### src/rtl/rv32i_pkg.sv
// Shared RV32I load/store encodings and the load/store unit state encoding.
package rv32i_pkg;

  localparam logic [2:0] F3_B  = 3'b000;
  localparam logic [2:0] F3_H  = 3'b001;
  localparam logic [2:0] F3_W  = 3'b010;
  localparam logic [2:0] F3_BU = 3'b100;
  localparam logic [2:0] F3_HU = 3'b101;

  typedef enum logic [2:0] {
    IDLE = 3'd0,
    RD   = 3'd1,
    CAP  = 3'd2,
    WR   = 3'd3,
    RESP = 3'd4
  } lsu_state_e;

endpackage

### src/rtl/lsu_align.sv
// Combinational lane logic: access legality check, load extract/extend, store merge.
module lsu_align
  import rv32i_pkg::*;
#(
  parameter int XLEN = 32
) (
  input  logic            chk_store,
  input  logic [2:0]      chk_funct3,
  input  logic [1:0]      chk_off,
  output logic            chk_err,
  input  logic [2:0]      lane_funct3,
  input  logic [1:0]      lane_off,
  input  logic [XLEN-1:0] mem_word,
  input  logic [XLEN-1:0] st_data,
  output logic [XLEN-1:0] ld_result,
  output logic [XLEN-1:0] merged
);

  logic [7:0]  ld_byte;
  logic [15:0] ld_half;

  assign ld_byte = mem_word[{lane_off, 3'b000} +: 8];
  assign ld_half = mem_word[{lane_off[1], 4'b0000} +: 16];

  always_comb begin
    chk_err = 1'b0;
    if (chk_store) begin
      case (chk_funct3)
        F3_B:    chk_err = 1'b0;
        F3_H:    chk_err = chk_off[0];
        F3_W:    chk_err = (chk_off != 2'b00);
        default: chk_err = 1'b1;
      endcase
    end else begin
      case (chk_funct3)
        F3_B, F3_BU: chk_err = 1'b0;
        F3_H, F3_HU: chk_err = chk_off[0];
        F3_W:        chk_err = (chk_off != 2'b00);
        default:     chk_err = 1'b1;
      endcase
    end
  end

  always_comb begin
    ld_result = mem_word;
    case (lane_funct3)
      F3_B:    ld_result = {{(XLEN-8){ld_byte[7]}}, ld_byte};
      F3_BU:   ld_result = {{(XLEN-8){1'b0}}, ld_byte};
      F3_H:    ld_result = {{(XLEN-16){ld_half[15]}}, ld_half};
      F3_HU:   ld_result = {{(XLEN-16){1'b0}}, ld_half};
      default: ld_result = mem_word;
    endcase
  end

  always_comb begin
    merged = mem_word;
    case (lane_funct3)
      F3_B:    merged[{lane_off, 3'b000} +: 8] = st_data[7:0];
      F3_H:    merged[{lane_off[1], 4'b0000} +: 16] = st_data[15:0];
      default: merged = st_data;
    endcase
  end

endmodule

### src/rtl/load_store_unit.sv
// RV32I load/store unit: one request at a time, word-wide data_mem accesses,
// read-modify-write for sub-word stores.
module load_store_unit
  import rv32i_pkg::*;
#(
  parameter int ADDR_W = 12,
  parameter int XLEN   = 32
) (
  input  logic              clk,
  input  logic              rst,
  input  logic              req_valid,
  output logic              req_ready,
  input  logic              req_store,
  input  logic [2:0]        req_funct3,
  input  logic [XLEN-1:0]   req_addr,
  input  logic [XLEN-1:0]   req_wdata,
  output logic              rsp_valid,
  output logic [XLEN-1:0]   rsp_rdata,
  output logic              rsp_err,
  output logic [ADDR_W-1:0] mem_addr,
  output logic [XLEN-1:0]   mem_wdata,
  output logic              mem_op,
  output logic              mem_wr,
  input  logic [XLEN-1:0]   mem_rdata
);

  lsu_state_e        state_q, state_d;
  logic              req_ready_q, req_ready_d;
  logic              rsp_valid_q, rsp_valid_d;
  logic [XLEN-1:0]   rsp_rdata_q, rsp_rdata_d;
  logic              rsp_err_q, rsp_err_d;
  logic [ADDR_W-1:0] mem_addr_q, mem_addr_d;
  logic [XLEN-1:0]   mem_wdata_q, mem_wdata_d;
  logic              mem_op_q, mem_op_d;
  logic              mem_wr_q, mem_wr_d;

  logic              store_q;
  logic [2:0]        funct3_q;
  logic [1:0]        off_q;
  logic [XLEN-1:0]   wdata_q;

  logic              accept;
  logic              chk_err;
  logic [XLEN-1:0]   ld_result;
  logic [XLEN-1:0]   merged;
  logic              unused_addr_hi;

  // Upper address bits alias onto the data_mem window.
  assign unused_addr_hi = ^req_addr[XLEN-1:ADDR_W];

  assign accept = req_valid && req_ready_q;

  lsu_align #(.XLEN(XLEN)) u_align (
    .chk_store   (req_store),
    .chk_funct3  (req_funct3),
    .chk_off     (req_addr[1:0]),
    .chk_err     (chk_err),
    .lane_funct3 (funct3_q),
    .lane_off    (off_q),
    .mem_word    (mem_rdata),
    .st_data     (wdata_q),
    .ld_result   (ld_result),
    .merged      (merged)
  );

  always_comb begin
    state_d     = state_q;
    rsp_valid_d = 1'b0;
    rsp_rdata_d = rsp_rdata_q;
    rsp_err_d   = rsp_err_q;
    mem_addr_d  = mem_addr_q;
    mem_wdata_d = mem_wdata_q;
    mem_op_d    = 1'b0;
    mem_wr_d    = 1'b0;
    case (state_q)
      IDLE: begin
        if (accept) begin
          mem_addr_d = {req_addr[ADDR_W-1:2], 2'b00};
          if (chk_err) begin
            state_d     = RESP;
            rsp_valid_d = 1'b1;
            rsp_err_d   = 1'b1;
            rsp_rdata_d = '0;
          end else if (req_store && (req_funct3 == F3_W)) begin
            state_d     = WR;
            mem_op_d    = 1'b1;
            mem_wr_d    = 1'b1;
            mem_wdata_d = req_wdata;
          end else begin
            state_d  = RD;
            mem_op_d = 1'b1;
          end
        end
      end
      RD: state_d = CAP;
      CAP: begin
        // mem_rdata carries the word read during RD.
        if (store_q) begin
          state_d     = WR;
          mem_op_d    = 1'b1;
          mem_wr_d    = 1'b1;
          mem_wdata_d = merged;
        end else begin
          state_d     = RESP;
          rsp_valid_d = 1'b1;
          rsp_err_d   = 1'b0;
          rsp_rdata_d = ld_result;
        end
      end
      WR: begin
        state_d     = RESP;
        rsp_valid_d = 1'b1;
        rsp_err_d   = 1'b0;
        rsp_rdata_d = '0;
      end
      default: state_d = IDLE;
    endcase
    req_ready_d = (state_d == IDLE);
  end

  always_ff @(posedge clk or negedge rst) begin
    if (!rst) begin
      state_q     <= IDLE;
      req_ready_q <= 1'b1;
      rsp_valid_q <= 1'b0;
      rsp_rdata_q <= '0;
      rsp_err_q   <= 1'b0;
      mem_addr_q  <= '0;
      mem_wdata_q <= '0;
      mem_op_q    <= 1'b0;
      mem_wr_q    <= 1'b0;
    end else begin
      state_q     <= state_d;
      req_ready_q <= req_ready_d;
      rsp_valid_q <= rsp_valid_d;
      rsp_rdata_q <= rsp_rdata_d;
      rsp_err_q   <= rsp_err_d;
      mem_addr_q  <= mem_addr_d;
      mem_wdata_q <= mem_wdata_d;
      mem_op_q    <= mem_op_d;
      mem_wr_q    <= mem_wr_d;
    end
  end

  // Request fields are only consumed after an accept, so they need no reset.
  always_ff @(posedge clk) begin
    if (accept) begin
      store_q  <= req_store;
      funct3_q <= req_funct3;
      off_q    <= req_addr[1:0];
      wdata_q  <= req_wdata;
    end
  end

  assign req_ready = req_ready_q;
  assign rsp_valid = rsp_valid_q;
  assign rsp_rdata = rsp_rdata_q;
  assign rsp_err   = rsp_err_q;
  assign mem_addr  = mem_addr_q;
  assign mem_wdata = mem_wdata_q;
  assign mem_op    = mem_op_q;
  assign mem_wr    = mem_wr_q;

endmodule

### config.mk
export PLATFORM = sky130hd
export DESIGN_NAME = load_store_unit
export DESIGN_NICKNAME = d
export VERILOG_FILES = /design/src/rtl/rv32i_pkg.sv /design/src/rtl/lsu_align.sv /design/src/rtl/load_store_unit.sv
export SDC_FILE = /design/constraint.sdc
export NUM_CORES = 1
export LEC_CHECK = 0
export ABC_AREA = 1
export ABC_CLOCK_PERIOD_IN_PS = 2400
export BUFFER_PORTS_ARGS = -buffer_cell sky130_fd_sc_hd__buf_2
export CAP_MARGIN = 20
export CORE_MARGIN = 2
export CORE_UTILIZATION = 54
export DETAILED_ROUTE_END_ITERATION = 12
export PLACE_DENSITY = 0.82
export SLEW_MARGIN = 20
export SYNTH_ARGS = -nofsm -noshare
export SYNTH_HDL_FRONTEND = slang
export SYNTH_SLANG_ARGS = --single-unit
### constraint.sdc
create_clock -name clk -period 2.4 [get_ports clk]
set_input_delay 0.24 -clock clk [delete_from_list [all_inputs] [get_ports clk]]
set_output_delay 0.24 -clock clk [all_outputs]
set_load 0.02 [all_outputs]
## After elaboration in Yosys (flattened, before gate mapping)

Index checks and enable logic that the tools add are counted.

| word-level totals | value |
|---|---|
| register bits | 120 |
| bits of input ports | 103 |
| output and inout bits | 81 |

| cells by class | value |
|---|---|
| add/subtract/negate cells | 2 |
| eq/ne operators | 16 |
| shifts and indexed selects | 6 |
| multiplexer cells | 37 |
| reductions and logical operators | 14 |

Operator list:

| kind | count |
|---|---|
| $mux 32 | 7 |
| $pmux 32 s2 | 2 |
| $pmux 32 s4 | 1 |
| $pmux 32 s3 | 1 |
| $bwmux 32 | 2 |
| $shift 16x7->32 const A | 1 |
| $shift 8x7->32 const A | 1 |
| $shiftx 16x7->32 | 1 |
| $shiftx 32x6->16 | 1 |
| $shiftx 32x6->8 | 1 |
| $shiftx 8x7->32 | 1 |
| $neg 5->7 | 2 |
| $mux 1 | 13 |
| $eq 3x3->1 const B | 4 |
| $logic_not 3->1 | 4 |
| $ne 2x2->1 const B | 6 |
| $pmux 1 s3 | 4 |
| $pmux 3 s4 | 1 |
| $eq 3x1->1 const B | 3 |
| $eq 3x2->1 const B | 3 |
| $mux 3 | 3 |
| $reduce_and 5->1 | 1 |
| $pmux 1 s2 | 2 |
| $reduce_and 4->1 | 1 |
| other kinds (6) | 9 |

## Depth between registers and ports, before layout

Gate-level depths: netlist (run 1).

| depth | value |
|---|---|
| depth after elaboration | 8 |
| depth in mapped cells | 15 |
| mapped depth without buffers | 12 |

## Modules after synthesis

Synthesis (run 1) repeated with hierarchy kept, for this count alone.

| second synthesis, totals | value |
|---|---|
| cell total of the unflattened synthesis | 1047 |
| area, all modules | 7231.9 um2 |

By module, submodules not included:

| module | times used | cells an instance | area each (um2) | seq. area each (um2) |
|---|---|---|---|---|
| load_store_unit | 1 | 502 | 4829.6 | 3194.3 |
| lsu_align | 1 | 545 | 2402.3 | 0.0 |

## Worst setup path before layout (run 1)

Ideal clock, no wire load.

| timing | value |
|---|---|
| kind | flip-flop to flip-flop |
| from | register off_q[1] |
| to | register mem_wdata_q[0] (netlist: mem_wdata[0]) |
| setup time | 117 ps |
| data arrival time | 2069 ps |
| data required time | 2283 ps |
| setup slack | 214 ps |
| cell stages (with the launch flop) | 13 |
| path buffers | 3 |
| path through | edfxtp_1 > buf_4 > inv_4 > clkbuf_1 > ha_1 > buf_4 > clkinv_1 > nand4_1 > nand3_1 > nand2_1 > nand2_1 > nand3_1 > nand2_1 |

| on the way | value |
|---|---|
| cells in the longest elaborated chain, start to end | 6 |

Ends and longest elaborated chain:

| item | RTL line | source |
|---|---|---|
| from (decl) | load_store_unit.sv:39 | `logic [1:0] off_q;` |
| from (signal assigned) | load_store_unit.sv:150 | `off_q <= req_addr[1:0];` |
| $neg 5->7 (on tied branches) | lsu_align.sv:59, lsu_align.sv:58 |  |
| $shiftx 16x7->32, or another cell as far along | lsu_align.sv:59 | `F3_H: merged[{lane_off[1], 4'b0000} +: 16] = st_data[15:0];` |
| $bwmux 32 (on tied branches) | lsu_align.sv:59, lsu_align.sv:58 |  |
| $pmux 32 s2 * | lsu_align.sv:57 | `case (lane_funct3)` |
| $mux 32 * | load_store_unit.sv:98 | `if (store_q) begin` |
| $pmux 32 s2 * | load_store_unit.sv:75 | `case (state_q)` |
| to (signal assigned) | load_store_unit.sv:139 | `mem_wdata_q <= mem_wdata_d;` |
| to (decl) | load_store_unit.sv:33 | `logic [XLEN-1:0] mem_wdata_q, mem_wdata_d;` |

Mark *: on every way between the ends. The rest lies on a longest branch, timed or not. The select of a mux whose other input is x is not followed.
A chain may end at the register's enable or synchronous reset.

## Worst setup path after layout (run 1)

| timing | value |
|---|---|
| from | register off_q[1] |
| to | register mem_wdata_q[21] (netlist: mem_wdata[21]) |

Same word-level chain as after synthesis.

==> flow_summary.yaml, run 1 <==
worst_setup_path:
  path_cells: "inv_4, ha_1, clkinvlp_4, nor2_4, nand2_1, nand2_1, nand2_1, nand3_1, nand2_1, nand2_1, nand2_1, nand2_1"
  rrSetupSlack_ps: 210
  startpoint_type: "register"
  r2r_start: "off_q[1]$_DFFE_PP_"
  worstRegToRegCells: 12
  r2r_end: "mem_wdata[21]$_DFFE_PN0P_"
  path_depth: 12
  end_kind: "register"
  worst_path_most_repeated_cell: "nand2_1"
  critPathBufInv: 2
  critPathMaxFanout: 12
  crit_required_ps: 2760
  setup.worst_path.class: "register to register"
  crit_start: "off_q[1]$_DFFE_PP_"
  crit_end: "mem_wdata[21]$_DFFE_PN0P_"
  max_stage_delay_ps: 480
  critPathArrivalTime_ps: 2550
  crit_slowest_cell: "ha_1"
  cp_top_family: "simple AND/OR/NAND/NOR gates"
sta:
  drv_slew: 0
  hold_viol_final: 0
  finalSetupViolCount: 0
  rsz0062_at_grt: "false"
  maxSlewHeadroom_pct: 47.7
  worst_pin_slew_ps: 782
  fin_crit_sh_pct: 91.2
  fmax_mhz: 457
  min_period_ps: 2190
  fin_skew_ps: 7.17
  fin_tns_setup_ps: 0
clock_tree:
  clkLatencyLatePin_ps: 420
  cts_made_buffers: 17
  cts_tree: "yes"
  clock-sinks: 120
  clkSlewWorstSetupHoldPaths_ps: 60
  cts_max_path_buffers: 2
  cts_root_buf: "clkbuf_16"
  htree_levels: 4
routing:
  routed-via-count: 6851
  drcViolationCount: 0
  detail_route.wl_per_cell_um: 16.3
  dr.pass1.iters: 8
  wirelength_mm: 20.7
  routed_via_density: 5.41
  ant_nets: 0
  drtIter0Drc: 845
logic_synthesis:
  synthTopCellsByCount: "nand2_1, nand3_1, a21oi_1"
  synth_area_leaders: "dfrtp_1, nand2_1, edfxtp_1"
  synth-edff-count: 38
  synth_cells: 922
  synth_most_common_cell: "nand2_1"
  synth_top_area_share_pct: 29.3
  synth_warnings: 0
  yosysSeqAreaShare_pct: 46.2
  synth_top_area_cell: "dfrtp_1"
  syn_avg_cell_area_sq_um: 7.49
  netlist_area_sq_mm: 0.00691
  synth-seq-cells: 120
  synthDistinctLibCells: 37
  ys.flop_type: "dfrtp_1"
  synth-async-reset-ratio_pct: 68.3
pwr:
  power.share.sequential_pct: 32.4
  clkPwrFrac_pct: 26.9
  power.leakage_nw: 4.45
  p_int_mw: 5.97
  power_switching_mw: 4.07
  switching_share_pct: 40.5
  power.density_mw_per_mm2: 1170
  ir_worst_vdd_v: 0.000803
  combPwrFrac_pct: 40.7
grt:
  grt_pass1_vias: 5966
  antenna_found_initial: 0
  grt_pass1_wl_mm: 31.6
  grt_max_degree: 48
  grt.total_usage_pct: 30.8
  grt-ovfl-total: 0
floorplan:
  die-height_um: 117
  core_sq_mm: 0.0126
  dieArea_sq_mm: 0.0137
  pin_count: 184
  rows: 41
  chipWidth_um: 117
  start_util_pct: 55.0
layout:
  drive_above_1_share_pct: 23.2
  fin_nets: 1190
  n_antenna_cell: 0
  fillers: 1062
  regArea_sq_mm: 0.00319
  area_delta_synth_final_pct: 24.0
  fin_util_pct: 68.2
  multi_input_area_sq_mm: 0.00321
place:
  portBuffers: 161
  dpl.hpwl_mm: 14.9
  routabilityCongestion: 1.03
min_path:
  hp-class: "input pin to register"
run_status:
  status: "completed"
flow_run:
  drv_cap: 0
## flip-flops by register name, summed over array words and instances (netlist names)
signal / count
mem_wdata: 32
rsp_rdata: 32
wdata_q: 32
mem_addr: 10
funct3_q: 3
state_q: 3
off_q: 2
mem_op: 1
mem_wr: 1
req_ready: 1
rsp_err: 1
rsp_valid: 1
store_q: 1
## cell families after synthesis
family	count (synthesis)	share of synthesized area, %
simple gates	525	33.3
compound gates	157	12.0
flops	120	46.2
buf+inv	114	7.44
fa+ha+maj	5	0.906
other cells	1	0.0543
## cells in the final DEF (no fill, tap or decap), types with 4 or more instances in the layout
master,count
nand3_1,95
or2_1,4
clkbuf_16,19
inv_1,55
inv_2,6
buf_4,18
nor2_1,58
a21oi_1,95
dlygate4sd3_1,12
clkbuf_1,5
edfxtp_1,38
nand3b_1,7
dfrtp_1,81
ha_1,5
o21a_1,5
or2_2,18
nand2_1,321
buf_2,160
o21ai_0,47
nand2_4,4
## power groups by stage
stage	registers (mW)	clock network (mW)	logic, mW
3_5_place_dp	3.26	0	4.03
3_3_place_gp	3.25	0	3.96
6_report	3.25	2.70	4.09
5_1_grt	3.32	2.82	4.52
4_1_cts	3.25	2.72	4.07
2_1_floorplan	3.92	0	2.13
## cell type report
type | count | share of cell area (%)
well taps | 172 | 2.51
multi-input cells | 689 | 37.4
repair buffers | 191 | 12.6
clock buffers | 26 | 6.09
clock inverters | 6 | 1.29
inverters | 63 | 2.83
flip-flops and latches | 120 | 37.3
## metal layers
metal	vias to the layer above	wire length [um]	global-route usage, %	share of wire, %
met4	0	469	11.2	2.3
met2	373	9500	46.9	46
met5	-	0	0	0
met3	37	1960	6.44	9.5
met1	3130	8780	43.9	42
li1	3311	-	-	-
## what timing repair did
| item | CTS | global route |
|---|---|---|
| hold buffers | 10 | 2 |
| gates resized for setup | 0 | 2 |
| buffers inserted | 0 | 0 |
| setup endpoints to repair | 0 | 10 |
| hold endpoints to repair | 44 | 2 |
## per-stage QoR
step | power [mW] | hold slack, ps | std cells | setup slack [ps] | cell area (sq um)
3_5_place_dp | 7.28 | 229 | 1223 | 206 | 7810
6_report | 10.0 | 9.92 | 1267 | 211 | 8570
5_1_grt | 10.7 | 1.51 | 1267 | 27.8 | 8570
2_1_floorplan | 6.05 | -55.6 | 923 | 214 | 6910
3_3_place_gp | 7.20 | 231 | 1223 | 230 | 7810
4_1_cts | 10.0 | 0.110 | 1265 | 176 | 8540
## worst min-delay path by stage
stage	startpoint	endpoint	slack, ps	depth (start not counted)
after global placement	rst	rsp_rdata[25]$_DFFE_PN0P_	230	1
after detailed placement	rst	rsp_rdata[25]$_DFFE_PN0P_	230	1
after floorplan	rst	mem_addr[10]$_DFFE_PN0P_	-60	0
final	req_wdata[26]	wdata_q[26]$_DFFE_PP_	10	1
after CTS	req_wdata[22]	wdata_q[22]$_DFFE_PP_	0.1	1
after global routing	req_wdata[26]	wdata_q[26]$_DFFE_PP_	2	1
No activity file was read; power rests on OpenSTA's default activity.
==> run 2, diff against run 1 <==
- CTS_BUF_LIST: unset -> sky130_fd_sc_hd__clkbuf_16
==> run 2 against run 1 <==
Power fell by 0.78%. Core utilization decreased by 0.16 points. Combinational power about the same. Largest power group unchanged. Sequential share of layout area up 0.087 points. Global-route usage about the same.
==> flow_summary.yaml, run 2 (synthesis results as in run 1) <==
run_status:
  status: "completed"
floorplan:
  pin_count: 184
  core_sq_mm: 0.0126
  rows: 41
  chipWidth_um: 117
  start_util_pct: 55.0
  dieArea_sq_mm: 0.0137
  die-height_um: 117
clock_tree:
  cts_root_buf: "clkbuf_16"
  htree_levels: 4
  clkLatencyLatePin_ps: 430
  cts_max_path_buffers: 2
  clock-sinks: 120
  cts_made_buffers: 17
  clkSlewWorstSetupHoldPaths_ps: 50
  cts_tree: "yes"
  postCtsSetupBuffers: 0
worst_setup_path:
  end_kind: "register"
  critPathMaxFanout: 12
  setup.worst_path.class: "register to register"
  rrSetupSlack_ps: 200
  crit_required_ps: 2760
  critPathArrivalTime_ps: 2560
  startpoint_type: "register"
routing:
  routed-via-count: 6933
  drtIter0Drc: 867
  detail_route.wl_per_cell_um: 16.5
  ant_nets: 0
  routed_via_density: 5.47
  drcViolationCount: 0
  wirelength_mm: 20.9
  dr.pass1.iters: 5
pwr:
  power.leakage_nw: 4.46
  combPwrFrac_pct: 41.1
  power_switching_mw: 4.07
  ir_worst_vdd_v: 0.000719
  switching_share_pct: 40.9
  power.density_mw_per_mm2: 1160
  p_int_mw: 5.88
  power.share.sequential_pct: 32.6
  total_power_mw: 9.96
  clkPwrFrac_pct: 26.3
layout:
  fin_cells: 1267
  fin_area_sq_mm: 0.00855
  n_antenna_cell: 0
  fin_util_pct: 68.0
  fin_nets: 1190
  regArea_sq_mm: 0.00319
  area_delta_synth_final_pct: 23.7
  fillers: 1067
  final_cell_mix: "nand2_1, buf_2, nand3_1, a21oi_1, dfrtp_1"
  final_common_cell: "nand2_1"
  drive_above_1_share_pct: 23.0
  multi_input_area_sq_mm: 0.00321
grt:
  antenna_found_initial: 0
  met1_usage_pct: 43.8
  busiest_layer: "met2"
  grt_max_degree: 48
  grt_pass1_vias: 5964
  use_met2_pct: 46.8
  grt_pass1_wl_mm: 31.6
  grt.total_usage_pct: 30.8
  grt-ovfl-total: 0
  use_met3_pct: 6.44
place:
  placed_cells: 1223
  portBuffers: 161
  routabilityCongestion: 1.03
  placed_cell_area_sq_mm: 0.00781
  dpl.hpwl_mm: 14.9
sta:
  min_period_ps: 2200
  worst_pin_slew_ps: 794
  finalSetupViolCount: 0
  hold_viol_final: 0
  fin_skew_ps: 9.53
  fin_tns_setup_ps: 0
  fmax_mhz: 454
  maxSlewHeadroom_pct: 46.9
  drv_slew: 0
  fin_crit_sh_pct: 91.8
  rsz0062_at_grt: "false"
min_path:
  hp-class: "input pin to register"
flow_run:
  drv_cap: 0
-- run 2: layout make-up --
type,instances,share of cell area [%]
multi-input combinational,689,37.5
clock buffer,19,5.56
inverter,63,2.84
clock inverter,13,1.60
sequential,120,37.4
tap,172,2.52
timing repair buffer,191,12.6
-- run 2: critical path, cell delays in order (launching register included) --
cell	delay [ps]
edfxtp_1	390
inv_4	90
ha_1	480
clkinvlp_4	300
nor2_4	260
nand2_1	80
nand2_1	70
nand2_1	50
nand3_1	130
nand2_1	70
nand2_1	80
nand2_1	60
nand2_1	90
-- run 2: final timing paths --
check / startpoint / to / cells past startpoint
setup / recovery: off_q[1]$_DFFE_PP_ / mem_wdata[21]$_DFFE_PN0P_ / 12
hold / removal: req_wdata[22] / wdata_q[22]$_DFFE_PP_ / 1
setup reg to reg: off_q[1]$_DFFE_PP_ / mem_wdata[21]$_DFFE_PN0P_ / 12
hold reg to reg: mem_addr[2]$_DFFE_PN0P_ / mem_addr[2]$_DFFE_PN0P_ / 2
max in group asynchronous: rst / req_ready$_DFF_PN1_ / 3
min in group asynchronous: rst / rsp_rdata[25]$_DFFE_PN0P_ / 2
-- run 2: metal layers --
metal	routed length, um	vias up
li1	-	3314
met1	8780	3189
met2	9620	395
met3	2060	35
met4	397	0
met5	0	-
-- run 2: metrics by stage --
stage                     hold slack [ps]  setup WS [ps]
after global placement                231            230
after global routing                 1.23           28.0
final                                10.2            197
after floorplan                     -55.6            214
after CTS                           0.110            176
after detailed placement              229            206
-- run 2: timing repair --
action / 4_1_cts / 5_1_grt
setup endpoints to repair: 0 / 10
hold buffers: 10 / 2
resized for setup: 0 / 2
endpoints found under the hold margin: 44 / 2
-- run 2: power by group through the flow --
| stage | Sequential (mW) | Clock, mW | Combinational (mW) |
|---|---|---|---|
| after CTS | 3.25 | 2.63 | 4.07 |
| after floorplan | 3.92 | 0 | 2.13 |
| after global routing | 3.32 | 2.74 | 4.52 |
| final | 3.25 | 2.62 | 4.09 |
| after detailed placement | 3.26 | 0 | 4.03 |
| after global placement | 3.25 | 0 | 3.96 |
